===== src/rtl/cv_pkg.sv =====
// Shared definitions for the fetch/decode front end: the canonical NOP
// and the queue entry layout for the default 32-bit PC.
package cv_pkg;

    localparam logic [31:0] NOP_INSTR = 32'h00000013;
    localparam int          CV_XLEN   = 32;

    typedef struct packed {
        logic [CV_XLEN-1:0] pc;
        logic [31:0]        instr;
    } fd_entry_t;

    // Occupancy counter width for a queue of the given depth (0..DEPTH inclusive).
    function automatic int count_width(input int depth);
        return $clog2(depth) + 1;
    endfunction

endpackage


===== src/rtl/sync_fifo.sv =====
// Generic synchronous FIFO: storage array, wrapping read/write pointers and an
// occupancy counter; full/empty come from the counter, not pointer compares.
module sync_fifo
    import cv_pkg::*;
#(
    parameter type T     = fd_entry_t,
    parameter int  DEPTH = 2,
    localparam int PW    = $clog2(DEPTH),
    localparam int CW    = $clog2(DEPTH) + 1
) (
    input  logic          clk,
    input  logic          reset,
    input  logic          clear,
    input  logic          push,
    input  logic          pop,
    input  T              wdata,
    output T              head,
    output logic [CW-1:0] count,
    output logic          full,
    output logic          empty
);

    T              mem [DEPTH];
    logic [PW-1:0] wr_ptr;
    logic [PW-1:0] rd_ptr;
    logic          push_ok;
    logic          pop_ok;

    assign full    = (count == CW'(DEPTH));
    assign empty   = (count == '0);
    assign push_ok = push & ~full & ~clear;
    assign pop_ok  = pop & ~empty & ~clear;
    assign head    = mem[rd_ptr];

    // Clear wins over push and pop so a redirect leaves a clean, empty queue.
    always_ff @(posedge clk or posedge reset) begin
        if (reset) begin
            wr_ptr <= '0;
            rd_ptr <= '0;
            count  <= '0;
        end else if (clear) begin
            wr_ptr <= '0;
            rd_ptr <= '0;
            count  <= '0;
        end else begin
            if (push_ok) begin
                wr_ptr <= wr_ptr + PW'(1);
            end
            if (pop_ok) begin
                rd_ptr <= rd_ptr + PW'(1);
            end
            count <= count + CW'(push_ok) - CW'(pop_ok);
        end
    end

    always_ff @(posedge clk) begin
        if (push_ok) begin
            mem[wr_ptr] <= wdata;
        end
    end

endmodule


===== src/rtl/fd_queue.sv =====
// Fetch-to-decode instruction queue with flush and NOP substitution.
// Define FD_QUEUE_BYPASS_EN for a zero-latency path through an empty queue.
module fd_queue
    import cv_pkg::*;
#(
    parameter int DEPTH = 2,
    parameter int XLEN  = 32
) (
    input  logic                   clk,
    input  logic                   reset,
    input  logic                   valid_F,
    input  logic [XLEN-1:0]        pc_F,
    input  logic [31:0]            instr_F,
    output logic                   ready_F,
    input  logic                   stall_D,
    input  logic                   flush,
    output logic                   valid_D,
    output logic [XLEN-1:0]        pc_D,
    output logic [31:0]            instr_D,
    output logic [$clog2(DEPTH):0] count
);

    typedef struct packed {
        logic [XLEN-1:0] pc;
        logic [31:0]     instr;
    } entry_t;

    entry_t          wr_entry;
    entry_t          head;
    logic            fifo_push;
    logic            fifo_pop;
    logic            fifo_full;
    logic            fifo_empty;
    logic            bypass_hit;
    logic            bypass_take;
    logic [XLEN-1:0] last_pc;

    assign wr_entry = '{pc: pc_F, instr: instr_F};
    assign ready_F  = ~fifo_full;

`ifdef FD_QUEUE_BYPASS_EN
    // An unstalled decode swallows the fetch word directly when nothing is queued.
    assign bypass_hit  = fifo_empty & valid_F & ~flush;
    assign bypass_take = bypass_hit & ~stall_D;
`else
    assign bypass_hit  = 1'b0;
    assign bypass_take = 1'b0;
`endif

    always_comb begin
        fifo_push = valid_F & ready_F & ~flush & ~bypass_take;
        fifo_pop  = ~fifo_empty & ~stall_D & ~flush;
        valid_D   = ~fifo_empty | bypass_hit;
        pc_D      = last_pc;
        instr_D   = NOP_INSTR;
        if (!fifo_empty) begin
            pc_D    = head.pc;
            instr_D = head.instr;
        end else if (bypass_hit) begin
            pc_D    = pc_F;
            instr_D = instr_F;
        end
    end

    // Remembers the last presented PC so pc_D holds steady while empty.
    always_ff @(posedge clk or posedge reset) begin
        if (reset) begin
            last_pc <= '0;
        end else if (valid_D) begin
            last_pc <= pc_D;
        end
    end

    sync_fifo #(
        .T     (entry_t),
        .DEPTH (DEPTH)
    ) u_fifo (
        .clk   (clk),
        .reset (reset),
        .clear (flush),
        .push  (fifo_push),
        .pop   (fifo_pop),
        .wdata (wr_entry),
        .head  (head),
        .count (count),
        .full  (fifo_full),
        .empty (fifo_empty)
    );

endmodule


===== config.mk =====
export PLATFORM = sky130hd
export DESIGN_NAME = fd_queue
export DESIGN_NICKNAME = d
export VERILOG_FILES = /design/src/rtl/cv_pkg.sv /design/src/rtl/sync_fifo.sv /design/src/rtl/fd_queue.sv
export SDC_FILE = /design/constraint.sdc
export NUM_CORES = 1
export LEC_CHECK = 0
export ABC_AREA = 0
export CORE_MARGIN = 8
export CORE_UTILIZATION = 54
export DETAILED_ROUTE_END_ITERATION = 8
export GPL_ROUTABILITY_DRIVEN = 0
export MAX_ROUTING_LAYER = met4
export PLACE_DENSITY = 0.93
export SKIP_CTS_REPAIR_TIMING = 1
export SLEW_MARGIN = 15
export SYNTH_ARGS = -nofsm -noshare
export SYNTH_HDL_FRONTEND = slang
export SYNTH_SLANG_ARGS = --single-unit

===== constraint.sdc =====
create_clock -name clk -period 17.5 [get_ports clk]
set_input_delay 2.625 -clock clk [delete_from_list [all_inputs] [get_ports clk]]
set_output_delay 2.625 -clock clk [all_outputs]
set_load 0.01 [all_outputs]

==> results of run 1 <==
## layout by cell type (no fill, tap or decap), types with 2 or more instances in the layout
| master | n |
|---|---|
| sky130_fd_sc_hd__bufinv_16 | 3 |
| sky130_fd_sc_hd__edfxtp_1 | 128 |
| sky130_fd_sc_hd__ha_1 | 2 |
| sky130_fd_sc_hd__clkinvlp_4 | 2 |
| sky130_fd_sc_hd__nor2b_1 | 2 |
| sky130_fd_sc_hd__clkinv_2 | 4 |
| sky130_fd_sc_hd__nor3_1 | 2 |
| sky130_fd_sc_hd__inv_6 | 3 |
| sky130_fd_sc_hd__mux2i_1 | 64 |
| sky130_fd_sc_hd__clkdlybuf4s50_1 | 136 |
| sky130_fd_sc_hd__clkbuf_16 | 17 |
| sky130_fd_sc_hd__buf_4 | 5 |
| sky130_fd_sc_hd__o21ai_0 | 65 |
| sky130_fd_sc_hd__inv_1 | 4 |
| sky130_fd_sc_hd__clkinv_1 | 2 |
| sky130_fd_sc_hd__nor2_1 | 32 |
| sky130_fd_sc_hd__nand2_1 | 36 |
| sky130_fd_sc_hd__dfrtp_1 | 35 |
## per-stage QoR
stage / setup WS [ns] / utilization, % / hold WS [ns]
6_report: 11.99 / 73.2 / 0.467
5_1_grt: 11.82 / 73.2 / 0.492
4_1_cts: 11.57 / 73.1 / 0.473
3_5_place_dp: 12.02 / 67.9 / 0.460
3_3_place_gp: 12.18 / 67.9 / 0.451
2_1_floorplan: 9.38 / - / 0.439
## worst max-delay path, stage by stage, from the launching register on
cell and delay, ns:
sky130_fd_sc_hd__dfrtp_4 0.76, sky130_fd_sc_hd__buf_4 0.62, sky130_fd_sc_hd__mux2i_1 0.21, sky130_fd_sc_hd__o21ai_0 0.26, sky130_fd_sc_hd__clkdlybuf4s50_1 0.59
## report_power, final
part | leakage (nW) | internal, mW | switching [mW] | total [mW]
sequential | 1.62 | 0.477 | 0.0207 | 0.497
clock | 0.285 | 0.223 | 0.143 | 0.366
combinational | 1.01 | 0.155 | 0.155 | 0.310
## final timing paths
path | endpoint | slack [ns] | cells after the start
setup / recovery | pc_D[31] | 11.99 | 4
max in group asynchronous | u_fifo.rd_ptr$_DFFE_PP0P_ | 14.47 | 3
min in group asynchronous | last_pc[0]$_DFFE_PP0N_ | 2.64 | 3
hold / removal | last_pc[5]$_DFFE_PP0N_ | 0.47 | 2
setup reg to reg | u_fifo.count[1]$_DFF_PP0_ | 14.71 | 10
hold reg to reg | last_pc[5]$_DFFE_PP0N_ | 0.47 | 2
## layout make-up
class                      instances  area share, %
tap                              143           2.16
multi-input combinational        212           16.2
clock inverter                    14           1.92
sequential                       164           57.3
inverter                           4          0.181
clock buffer                      17           5.13
timing repair buffer             142           17.1
## logic make-up (layout without fill, tap and decap cells)
logic type | Yosys count | in the layout | share of synthesized area [%]
buffers and inverters | 27 | 177 | 2.51
AOI/OAI and AO/OA | 66 | 66 | 5.30
xor gates and xnor gates | 1 | 1 | 0.141
adders and majority gates | 2 | 2 | 0.402
muxes | 65 | 65 | 10.5
DFF | 164 | 164 | 76.2
and+or+nand+nor | 78 | 78 | 5.02
## registers in the layout (all words and copies together) (netlist names)
signal / cells
last_pc: 32
u_fifo.count: 2
u_fifo.mem: 128
u_fifo.rd_ptr: 1
u_fifo.wr_ptr: 1
## per-layer routing
layer  global-route usage (%)  vias up  wire length [um]
met2                     29.8      138              6670
met3                     5.25       24               778
met5                        -        -                 0
met1                     20.9     1774              5380
met4                     7.75        0               264
li1                         -     1751                 -
==> metrics.log, run 1 <==
[metrics] status: complete, no violations
[metrics] number of optimization iterations in the first detailed-route pass: 5
[metrics] area added between synthesis and finish: 33.1%
[metrics] area of the die: around 15,000 um^2
[metrics] total grt overflow: 0
[metrics] CTS tree: done
[metrics] category of the critical setup timing path: reg2out
[metrics] fill cell instance count of the final layout: 700
[metrics] cells taking the most area after synthesis: sky130_fd_sc_hd__edfxtp_1, sky130_fd_sc_hd__dfrtp_1, sky130_fd_sc_hd__mux2i_1
[metrics] maximum number of pins on one net before global-route repair: roughly 70
[metrics] Total Negative Setup Slacks: 0 ns
[metrics] placed cell areas: 7690 um^2
[metrics] number of DRC violations after detailed routing: 0
[metrics] FF+latch area: 4750 um^2
[metrics] cell taking the most area after synthesis: sky130_fd_sc_hd__edfxtp_1
[metrics] Critical Path Start: u_fifo.rd_ptr$_DFFE_PP0P_
[metrics] Clk Tree Root Cell: sky130_fd_sc_hd__clkbuf_16
[metrics] power density relative to cell area: 141 nW/um^2
[metrics] post-synthesis instance total: 403
[metrics] final cycle utilization of the critical path: 31.5%
[metrics] starting utilization of the core area: about 55%
[metrics] half-perimeter wire length of the detailed placement result: 8.54 mm
[metrics] final count of negative-setup-slack endpoints: 0
[metrics] prevailing post-synth register cell: sky130_fd_sc_hd__edfxtp_1
[metrics] detailed-route wire length: 13.1 mm
[metrics] Slew HR: between 40% and 50%
[metrics] clock skew: 0.0131 ns
[metrics] initial antenna violation count: 0
[metrics] Max Buffers Root-to-Sink: 2
[metrics] fin area: 8290 um^2
[metrics] total core area: 11,300 um^2
[metrics] number of DRC markers in iteration 0: 276
[metrics] count of standard-cell rows: 39
[metrics] #FFs+latches synth: between 150 and 200
[metrics] peak fanout along the critical path: 38
[metrics] number of different library cells in the post-synthesis netlist: 22
[metrics] most numerous cell in the Yosys netlist: sky130_fd_sc_hd__edfxtp_1
[metrics] Antenna Cells: 0
[metrics] number of failing hold endpoints at the final stage: 0
[metrics] unrepaired setup endpoints after global routing: no
[metrics] sequential fraction of the synthesis area: 76.2%
[metrics] synthesized area per cell: 15.5 um^2
[metrics] CP Data Arrival Time: 2.88 ns
[metrics] post-synthesis instance area: 6230 um^2
[metrics] Slew @ Worst Pin: 0.864 ns
[metrics] peak supply drop: a little over 0.09 mV
[metrics] number of I/O pins: 137
[metrics] path type of the worst min-delay path: reg2reg
[metrics] Commonest cells post-synth: sky130_fd_sc_hd__edfxtp_1, sky130_fd_sc_hd__o21ai_0, sky130_fd_sc_hd__mux2i_1
[metrics] Port-buffer cells: between 100 and 150
[metrics] async set or reset register ratio after synthesis: 22.0%
[metrics] Post-synth EDFFs: 128
[metrics] clock slew at reported path FFs: 0.06 ns
[metrics] global-route usage over all layers: 18.3%
[metrics] total power consumption of the routed design: 1.17 mW
[metrics] Max Transition Viols Final: 0
[metrics] non-filler cells, final: 696
[metrics] static leakage power: 2.92 nW
[metrics] clock insertion delay at the later pin of the skew report: 0.41 ns
[metrics] Peak Freq: 0.182 GHz
[metrics] htree depth: 4
[metrics] beginning of the worst register-to-register path: u_fifo.count[1]$_DFF_PP0_
[metrics] Die Ht: around 120 um
[metrics] CTS sink cnt: approximately 160
[metrics] number of instances in the placed design: 664
[metrics] Worst Path Required: 14.88 ns
[metrics] Num CTS Buffers: 17
[metrics] start point of the worst min-delay path: last_pc[5]$_DFFE_PP0N_
[metrics] Syn Nets: 474
[metrics] total of warnings raised by yosys: 0
[metrics] CP Capture Type: output pin
[metrics] clock period minus final worst setup slack: 5.51 ns
[metrics] Detail Route Antenna Nets: 0
[metrics] area used by multi-input combinational logic: 1350 um^2
[metrics] critical path launch point type: flop
[metrics] share of layout cells above drive strength 1: 7.23%
[metrics] Horiz. Die Dim: between 100 and 150 um
[metrics] number of nets in the layout: 612
[metrics] global-route wire length before repair: 20.3 mm
[metrics] maxcap violations: 0
[metrics] per-cell routed wire length: 18.8 um
[metrics] routed via count: approximately 3,700
[metrics] area share of the largest cell type after synthesis: a little over 60%
[metrics] via/cell ratio: 5.30
[metrics] number of global-route vias before repair: roughly 4,000
Power figures use the tool's default switching activity.
==> inputs of run 2 (changes only) <==
Settings changed: CORE_UTILIZATION 54 to 50, PLACE_DENSITY 0.93 to 0.87.
Clock period 17.5 ns to 5.4 ns, I/O delays scaled along.
==> run 2 against run 1 <==
Net effect:
- worst setup slack got worse by 10 ns
- largest power group unchanged
- hold slack improved by 0.0057 ns
- largest cell class unchanged
- sequential power rose to 3.3 times the previous value
- power rose to 3.3 times the previous value
- register-to-register slack got worse by 12 ns
- critical path depth fell by 1
- combinational power rose to 3.2 times the previous value
- global-route usage fell by 1.1 points
- final cell count rose by 3.6%
- non-clock buffer count fell by 1
- utilization fell by 4.4 points
==> metrics.log, run 2 (same netlist as run 1, synthesis figures left out) <==
[metrics] number of DRC markers in iteration 0: 223 (-19%)
[metrics] count of standard-cell rows: 40 (+2.6%)
[metrics] worst setup slack after placement: 2.30 ns (-9.72 ns)
[metrics] peak supply drop: 0.263 mV (+190%)
[metrics] Horiz. Die Dim: 128 um (+3.4%)
[metrics] status: complete, no violations
[metrics] maxcap violations: 0 (unchanged)
[metrics] CTS sink cnt: 164 (unchanged)
[metrics] per-cell routed wire length: 18.4 um (-2.1%)
[metrics] number of global-route vias before repair: 4,029 (+3.3%)
[metrics] path type of the worst min-delay path: reg2reg
[metrics] flip-flop count of the largest register after layout: 128 (unchanged)
[metrics] peak fanout along the critical path: 66 (+74%)
[metrics] start point of the worst min-delay path: last_pc[24]$_DFFE_PP0N_
[metrics] via/cell ratio: 5.19 (-2.1%)
[metrics] Slew @ Worst Pin: 1.14 ns (+0.280 ns)
[metrics] htree depth: 4 (unchanged)
[metrics] Slew HR: 23.7% (-19 points)
[metrics] Detail Route Antenna Nets: 0 (unchanged)
[metrics] Clk Tree Root Cell: sky130_fd_sc_hd__clkbuf_16
[metrics] cell depth of the worst flop-to-flop path: 9 (-1)
[metrics] number of optimization iterations in the first detailed-route pass: 4 (-1)
[metrics] Total Negative Setup Slacks: 0 ns (unchanged)
[metrics] total core area: 12,100 um^2 (+7.0%)
[metrics] endpoint of the worst-slack reg-to-reg timing path: u_fifo.count[1]$_DFF_PP0_
[metrics] portion of total power attributed to sequential cells: 42.4% (about the same)
[metrics] portion of total power attributed to combinational logic: 25.5% (-0.9 points)
[metrics] final standard cell utilization of the core: 68.9% (-4.4 points)
[metrics] clock group share of total power: 32.1% (+0.9 points)
[metrics] largest registers: u_fifo.mem x128, last_pc x32, u_fifo.count x2
[metrics] Top Layer Used: met4
[metrics] clock slew at reported path FFs: 0.06 ns (about the same)
[metrics] area of the die: 16,300 um^2 (+6.9%)
[metrics] CP Capture Type: output pin
[metrics] smallest setup slack after layout: 1.80 ns (-10.19 ns)
[metrics] most common cell after layout, fill and taps aside: sky130_fd_sc_hd__clkdlybuf4s50_1
[metrics] CP Data Arrival Time: 2.79 ns (-0.09 ns)
[metrics] Antenna Cells: 0 (unchanged)
[metrics] commonest cells after routing, fill and taps aside: sky130_fd_sc_hd__clkdlybuf4s50_1, sky130_fd_sc_hd__edfxtp_1, sky130_fd_sc_hd__o21ai_0
[metrics] worst hold path cell count: 2 (unchanged)
[metrics] routed via count: 3,740 (+1.4%)
[metrics] end point of the most critical hold path: last_pc[24]$_DFFE_PP0N_
[metrics] internal power contribution: 2.81 mW (+230%)
[metrics] global-route usage over all layers: 17.2% (-1.1 points)
[metrics] clock period minus final worst setup slack: 3.60 ns
[metrics] Die Ht: 128 um (+3.4%)
[metrics] initial antenna violation count: 0 (unchanged)
[metrics] Net Sw Power: 1.05 mW (+230%)
[metrics] Met3 Wirelength: 1.01 mm (+30%)
[metrics] number of failing hold endpoints at the final stage: 0 (unchanged)
[metrics] detailed-route wire length: 13.3 mm (+1.4%)
[metrics] clock skew: 0.00753 ns (-0.00556 ns)
[metrics] Max Transition Viols Final: 0 (unchanged)
[metrics] number of nets in the layout: 611 (-0.16%)
[metrics] sum of met2 wire segment lengths after detailed routing: 6.87 mm (+3.0%)
[metrics] total grt overflow: 0 (unchanged)
[metrics] FF-to-FF setup slack: 2.97 ns (-11.74 ns)
[metrics] starting utilization of the core area: 51.4% (-3.6 points)
[metrics] Port-buffer cells: 136 (unchanged)
[metrics] Peak Freq: 0.278 GHz
[metrics] number of DRC violations after detailed routing: 0 (unchanged)
[metrics] final cycle utilization of the critical path: 66.6%
[metrics] power density relative to cell area: 463 nW/um^2 (+230%)
[metrics] critical path launch point type: flop
[metrics] switching fraction of total power: 27.1% (about the same)
[metrics] maximum number of pins on one net before global-route repair: 67 (-1.5%)
[metrics] half-perimeter wire length of the detailed placement result: 8.55 mm (+0.11%)
[metrics] CTS tree: done
[metrics] final count of negative-setup-slack endpoints: 0 (unchanged)
[metrics] wire length on met1: 5.22 mm (-3.0%)
[metrics] area added between synthesis and finish: 33.9%
[metrics] share of layout cells above drive strength 1: 6.87% (-0.36 points)
[metrics] number of I/O pins: 137 (unchanged)
[metrics] global-route wire length before repair: 20.5 mm (+0.85%)
[metrics] category of the critical setup timing path: reg2out
[metrics] static leakage power: 2.92 nW (about the same)
[metrics] most flop-heavy register: u_fifo.mem
[metrics] Worst Path Required: 4.59 ns (-10.29 ns)
[metrics] beginning of the worst register-to-register path: u_fifo.count[1]$_DFF_PP0_
[metrics] clock insertion delay at the later pin of the skew report: 0.42 ns (about the same)
[metrics] Num CTS Buffers: 17 (unchanged)
[metrics] unrepaired setup endpoints after global routing: no
[metrics] Max Buffers Root-to-Sink: 2 (unchanged)
==> run 2: cell types whose count changed in the layout (fill, tap and decap cells not counted), sizes merged <==
cell    delta
buf        -1
inv        -1
bufinv     +1
clkbuf     +1
==> run 2: worst max-delay path by stage <==
stage,startpoint,cells past startpoint,slack [ns],endpoint
6_report,u_fifo.rd_ptr$_DFFE_PP0P_,3,1.80,pc_D[1]
3_5_place_dp,u_fifo.rd_ptr$_DFFE_PP0P_,3,2.30,pc_D[1]
4_1_cts,u_fifo.rd_ptr$_DFFE_PP0P_,3,1.82,pc_D[1]
2_1_floorplan,flush,2,1.37,u_fifo.mem[1][0]$_DFFE_PP_
3_3_place_gp,u_fifo.rd_ptr$_DFFE_PP0P_,3,2.38,pc_D[0]
5_1_grt,u_fifo.rd_ptr$_DFFE_PP0P_,3,1.69,pc_D[1]
==> run 2: power by group through the flow <==
stage          Combinational, mW  Sequential (mW)  Clock, mW
2_1_floorplan              0.517             1.61          0
3_5_place_dp               0.989             1.66          0
3_3_place_gp               0.959             1.65          0
6_report                   0.987             1.64       1.24
5_1_grt                     1.08             1.65       1.31
4_1_cts                     1.00             1.64       1.26
==> run 2: per-stage QoR <==
stage | instances | total power, mW | cell area, um^2 | hold WS [ns]
after floorplan | 403 | 2.12 | 6240 | 0.439
after global placement | 689 | 2.61 | 7730 | 0.450
after detailed placement | 689 | 2.65 | 7730 | 0.461
after CTS | 721 | 3.90 | 8340 | 0.474
after global routing | 721 | 4.04 | 8340 | 0.495
final | 721 | 3.86 | 8340 | 0.472
==> run 2: critical path, cell delays in order (launching register included) <==
cell	delay, ns
sky130_fd_sc_hd__dfrtp_4	1.17
sky130_fd_sc_hd__mux2i_1	0.21
sky130_fd_sc_hd__o21ai_0	0.31
sky130_fd_sc_hd__clkdlybuf4s50_1	0.61
==> run 2: cell type report <==
type	count	area, um^2
inverters	4	15.0
flip-flops and latches	164	4750
fillers	820	3770
well taps	168	210
multi-input cells	212	1360
clock inverters	14	183
repair buffers	141	1400
clock buffers	18	429
==> run 2: routing by layer <==
layer	up-vias	track usage, %
li1	1757	-
met1	1821	18.7
met2	148	28.7
met3	14	5.66
met4	0	7.20
met5	-	-
==> inputs of run 3 (changes only) <==
Settings changed: CORE_UTILIZATION 50 to 45, PLACE_DENSITY 0.87 to 0.83.
Clock period 5.4 ns to 3.3 ns, I/O delays scaled along.
==> run 3 against run 2 <==
Net effect:
- sequential power increased by 61%
- utilization is 7.6 points lower
- via count down 2.1%
- routed wire length down 6.9%
- register-to-register slack got worse by 1.8 ns
- sequential share of layout area down 0.45 points
- global-route usage shrank 2.8 points
- clock power grew 60%
- combinational power rose by 66%
==> metrics.log, run 3 (same netlist as run 1, synthesis figures left out) <==
[metrics] static leakage power: 2.94 nW (+0.57%)
[metrics] cell depth of the worst flop-to-flop path: 9 (unchanged)
[metrics] sum of met2 wire segment lengths after detailed routing: 6.24 mm (-9.1%)
[metrics] clock skew: 0.00861 ns (+0.00107 ns)
[metrics] clock insertion delay at the later pin of the skew report: 0.42 ns (about the same)
[metrics] category of the critical setup timing path: reg2out
[metrics] path type of the worst min-delay path: in2async
[metrics] number of DRC violations after detailed routing: 0 (unchanged)
[metrics] Slew HR: 62.3% (+39 points)
[metrics] global-route usage over all layers: 14.4% (-2.8 points)
[metrics] most common cell after layout, fill and taps aside: sky130_fd_sc_hd__clkdlybuf4s50_1
[metrics] peak fanout along the critical path: 29 (-56%)
[metrics] commonest cells after routing, fill and taps aside: sky130_fd_sc_hd__clkdlybuf4s50_1, sky130_fd_sc_hd__edfxtp_1, sky130_fd_sc_hd__o21ai_0
[metrics] worst setup slack after placement: 0.517 ns (-1.78 ns)
[metrics] endpoint of the worst-slack reg-to-reg timing path: u_fifo.count[1]$_DFF_PP0_
[metrics] area of the die: 17,900 um^2 (+9.7%)
[metrics] routed via count: 3,660 (-2.1%)
[metrics] Slew @ Worst Pin: 0.566 ns (-0.579 ns)
[metrics] CTS sink cnt: 164 (unchanged)
[metrics] peak supply drop: 0.327 mV (+25%)
[metrics] CTS tree: done
[metrics] count of standard-cell rows: 43 (+7.5%)
[metrics] number of failing hold endpoints at the final stage: 0 (unchanged)
[metrics] number of DRC markers in iteration 0: 223 (unchanged)
[metrics] fill cell instance count of the final layout: 1,018 (+24%)
[metrics] detailed-route wire length: 12.3 mm (-6.9%)
[metrics] number of I/O pins: 137 (unchanged)
[metrics] starting utilization of the core area: 45.4% (-6.0 points)
[metrics] smallest setup slack after layout: 0.376 ns (-1.43 ns)
[metrics] beginning of the worst register-to-register path: u_fifo.count[1]$_DFF_PP0_
[metrics] flip-flop count of the largest register after layout: 128 (unchanged)
[metrics] FF-to-FF setup slack: 1.17 ns (-1.80 ns)
[metrics] power density relative to cell area: 745 nW/um^2 (+61%)
[metrics] Port-buffer cells: 136 (unchanged)
[metrics] Horiz. Die Dim: 134 um (+4.7%)
[metrics] Antenna Cells: 0 (unchanged)
[metrics] Peak Freq: 0.342 GHz
[metrics] Worst Path Required: 2.80 ns (-1.79 ns)
[metrics] Max Buffers Root-to-Sink: 2 (unchanged)
[metrics] area added between synthesis and finish: 35.0%
[metrics] number of optimization iterations in the first detailed-route pass: 5 (+1)
[metrics] total core area: 13,700 um^2 (+13%)
[metrics] unrepaired setup endpoints after global routing: no
[metrics] total power consumption of the routed design: 6.26 mW (+62%)
[metrics] global-route wire length before repair: 19.4 mm (-5.1%)
[metrics] Die Ht: 134 um (+4.7%)
[metrics] htree depth: 4 (unchanged)
[metrics] Detail Route Antenna Nets: 0 (unchanged)
[metrics] share of layout cells above drive strength 1: 7.22% (+0.35 points)
[metrics] total grt overflow: 0 (unchanged)
[metrics] per-cell routed wire length: 16.8 um (-8.6%)
[metrics] Met3 Wirelength: 746 um (-26%)
[metrics] maximum number of pins on one net before global-route repair: 130 (+94%)
[metrics] clock period minus final worst setup slack: between 2 and 3 ns
[metrics] Top Layer Used: met4
[metrics] CP Capture Type: output pin
[metrics] Total Negative Setup Slacks: 0 ns (unchanged)
[metrics] initial antenna violation count: 0 (unchanged)
[metrics] status: complete, no violations
[metrics] clock slew at reported path FFs: 0.06 ns (about the same)
[metrics] final cycle utilization of the critical path: 88.6%
[metrics] final count of negative-setup-slack endpoints: 0 (unchanged)
[metrics] number of global-route vias before repair: 3,864 (-4.1%)
[metrics] via/cell ratio: 4.99 (-3.9%)
[metrics] wire length on met1: 5.17 mm (-0.82%)
[metrics] half-perimeter wire length of the detailed placement result: 7.92 mm (-7.3%)
[metrics] CP Data Arrival Time: 2.43 ns (-0.36 ns)
[metrics] critical path launch point type: flop
[metrics] Clk Tree Root Cell: sky130_fd_sc_hd__clkbuf_16
[metrics] Max Transition Viols Final: 0 (unchanged)
[metrics] number of nets in the layout: 612 (+0.16%)
[metrics] smallest hold slack: 0.369 ns (-0.103 ns)
[metrics] Num CTS Buffers: 17 (unchanged)
[metrics] largest registers: u_fifo.mem x128, last_pc x32, u_fifo.count x2
[metrics] maxcap violations: 0 (unchanged)
[metrics] most flop-heavy register: u_fifo.mem
-- run 3: cell types whose count changed in the layout (fill, tap and decap cells not counted), sizes merged --
cell	change
inv	-3
buf	+1
clkinvlp	+1
clkbuf	+5
clkinv	-2
bufinv	-1
-- run 3: worst max-delay path: stages (launching register included) --
cell,delay [ns]
sky130_fd_sc_hd__dfrtp_4,0.80
sky130_fd_sc_hd__buf_4,0.34
sky130_fd_sc_hd__mux2i_1,0.30
sky130_fd_sc_hd__nor2_1,0.06
sky130_fd_sc_hd__clkdlybuf4s50_1,0.50
-- run 3: how the worst max path moves through the flow --
| stage | from | endpoint | slack, ns | depth (start not counted) |
|---|---|---|---|---|
| floorplan | u_fifo.count[0]$_DFF_PP0_ | u_fifo.mem[1][0]$_DFFE_PP_ | 0.42 | 3 |
| global placement | u_fifo.rd_ptr$_DFFE_PP0P_ | instr_D[29] | 0.60 | 4 |
| detailed placement | u_fifo.rd_ptr$_DFFE_PP0P_ | instr_D[17] | 0.52 | 4 |
| CTS | u_fifo.rd_ptr$_DFFE_PP0P_ | instr_D[17] | 0.06 | 4 |
| global route | u_fifo.rd_ptr$_DFFE_PP0P_ | pc_D[22] | 0.29 | 4 |
| finish | u_fifo.rd_ptr$_DFFE_PP0P_ | instr_D[17] | 0.38 | 4 |
-- run 3: final cells by class --
| cell class | instances | area, um^2 | share of cell area (%) |
|---|---|---|---|
| clock buffer | 23 | 478 | 5.68 |
| clock inverter | 9 | 128 | 1.52 |
| inverter | 4 | 15.0 | 0.179 |
| multi-input combinational | 212 | 1360 | 16.2 |
| sequential | 164 | 4750 | 56.5 |
| tap | 180 | 225 | 2.68 |
| timing repair buffer | 142 | 1460 | 17.3 |
-- run 3: through the flow --
stage | cells | cell area, um^2 | util [%]
floorplan | 403 | 6250 | -
global placement | 701 | 7780 | 56.7
detailed placement | 701 | 7780 | 56.7
CTS | 733 | 8390 | 61.1
global route | 734 | 8410 | 61.3
finish | 734 | 8410 | 61.3
-- run 3: metal layers --
metal,vias up,global-route usage (%)
li1,1757,-
met1,1780,15.9
met2,107,23.1
met3,16,5.53
met4,0,5.43
met5,-,-
-- run 3: report_power, final --
group          switching, mW  leakage, nW  total [mW]  internal (mW)
clock network          0.736        0.289        1.98           1.25
registers              0.111         1.62        2.64           2.53
logic                  0.811         1.03        1.64          0.831
total                   1.66         2.94        6.26           4.60
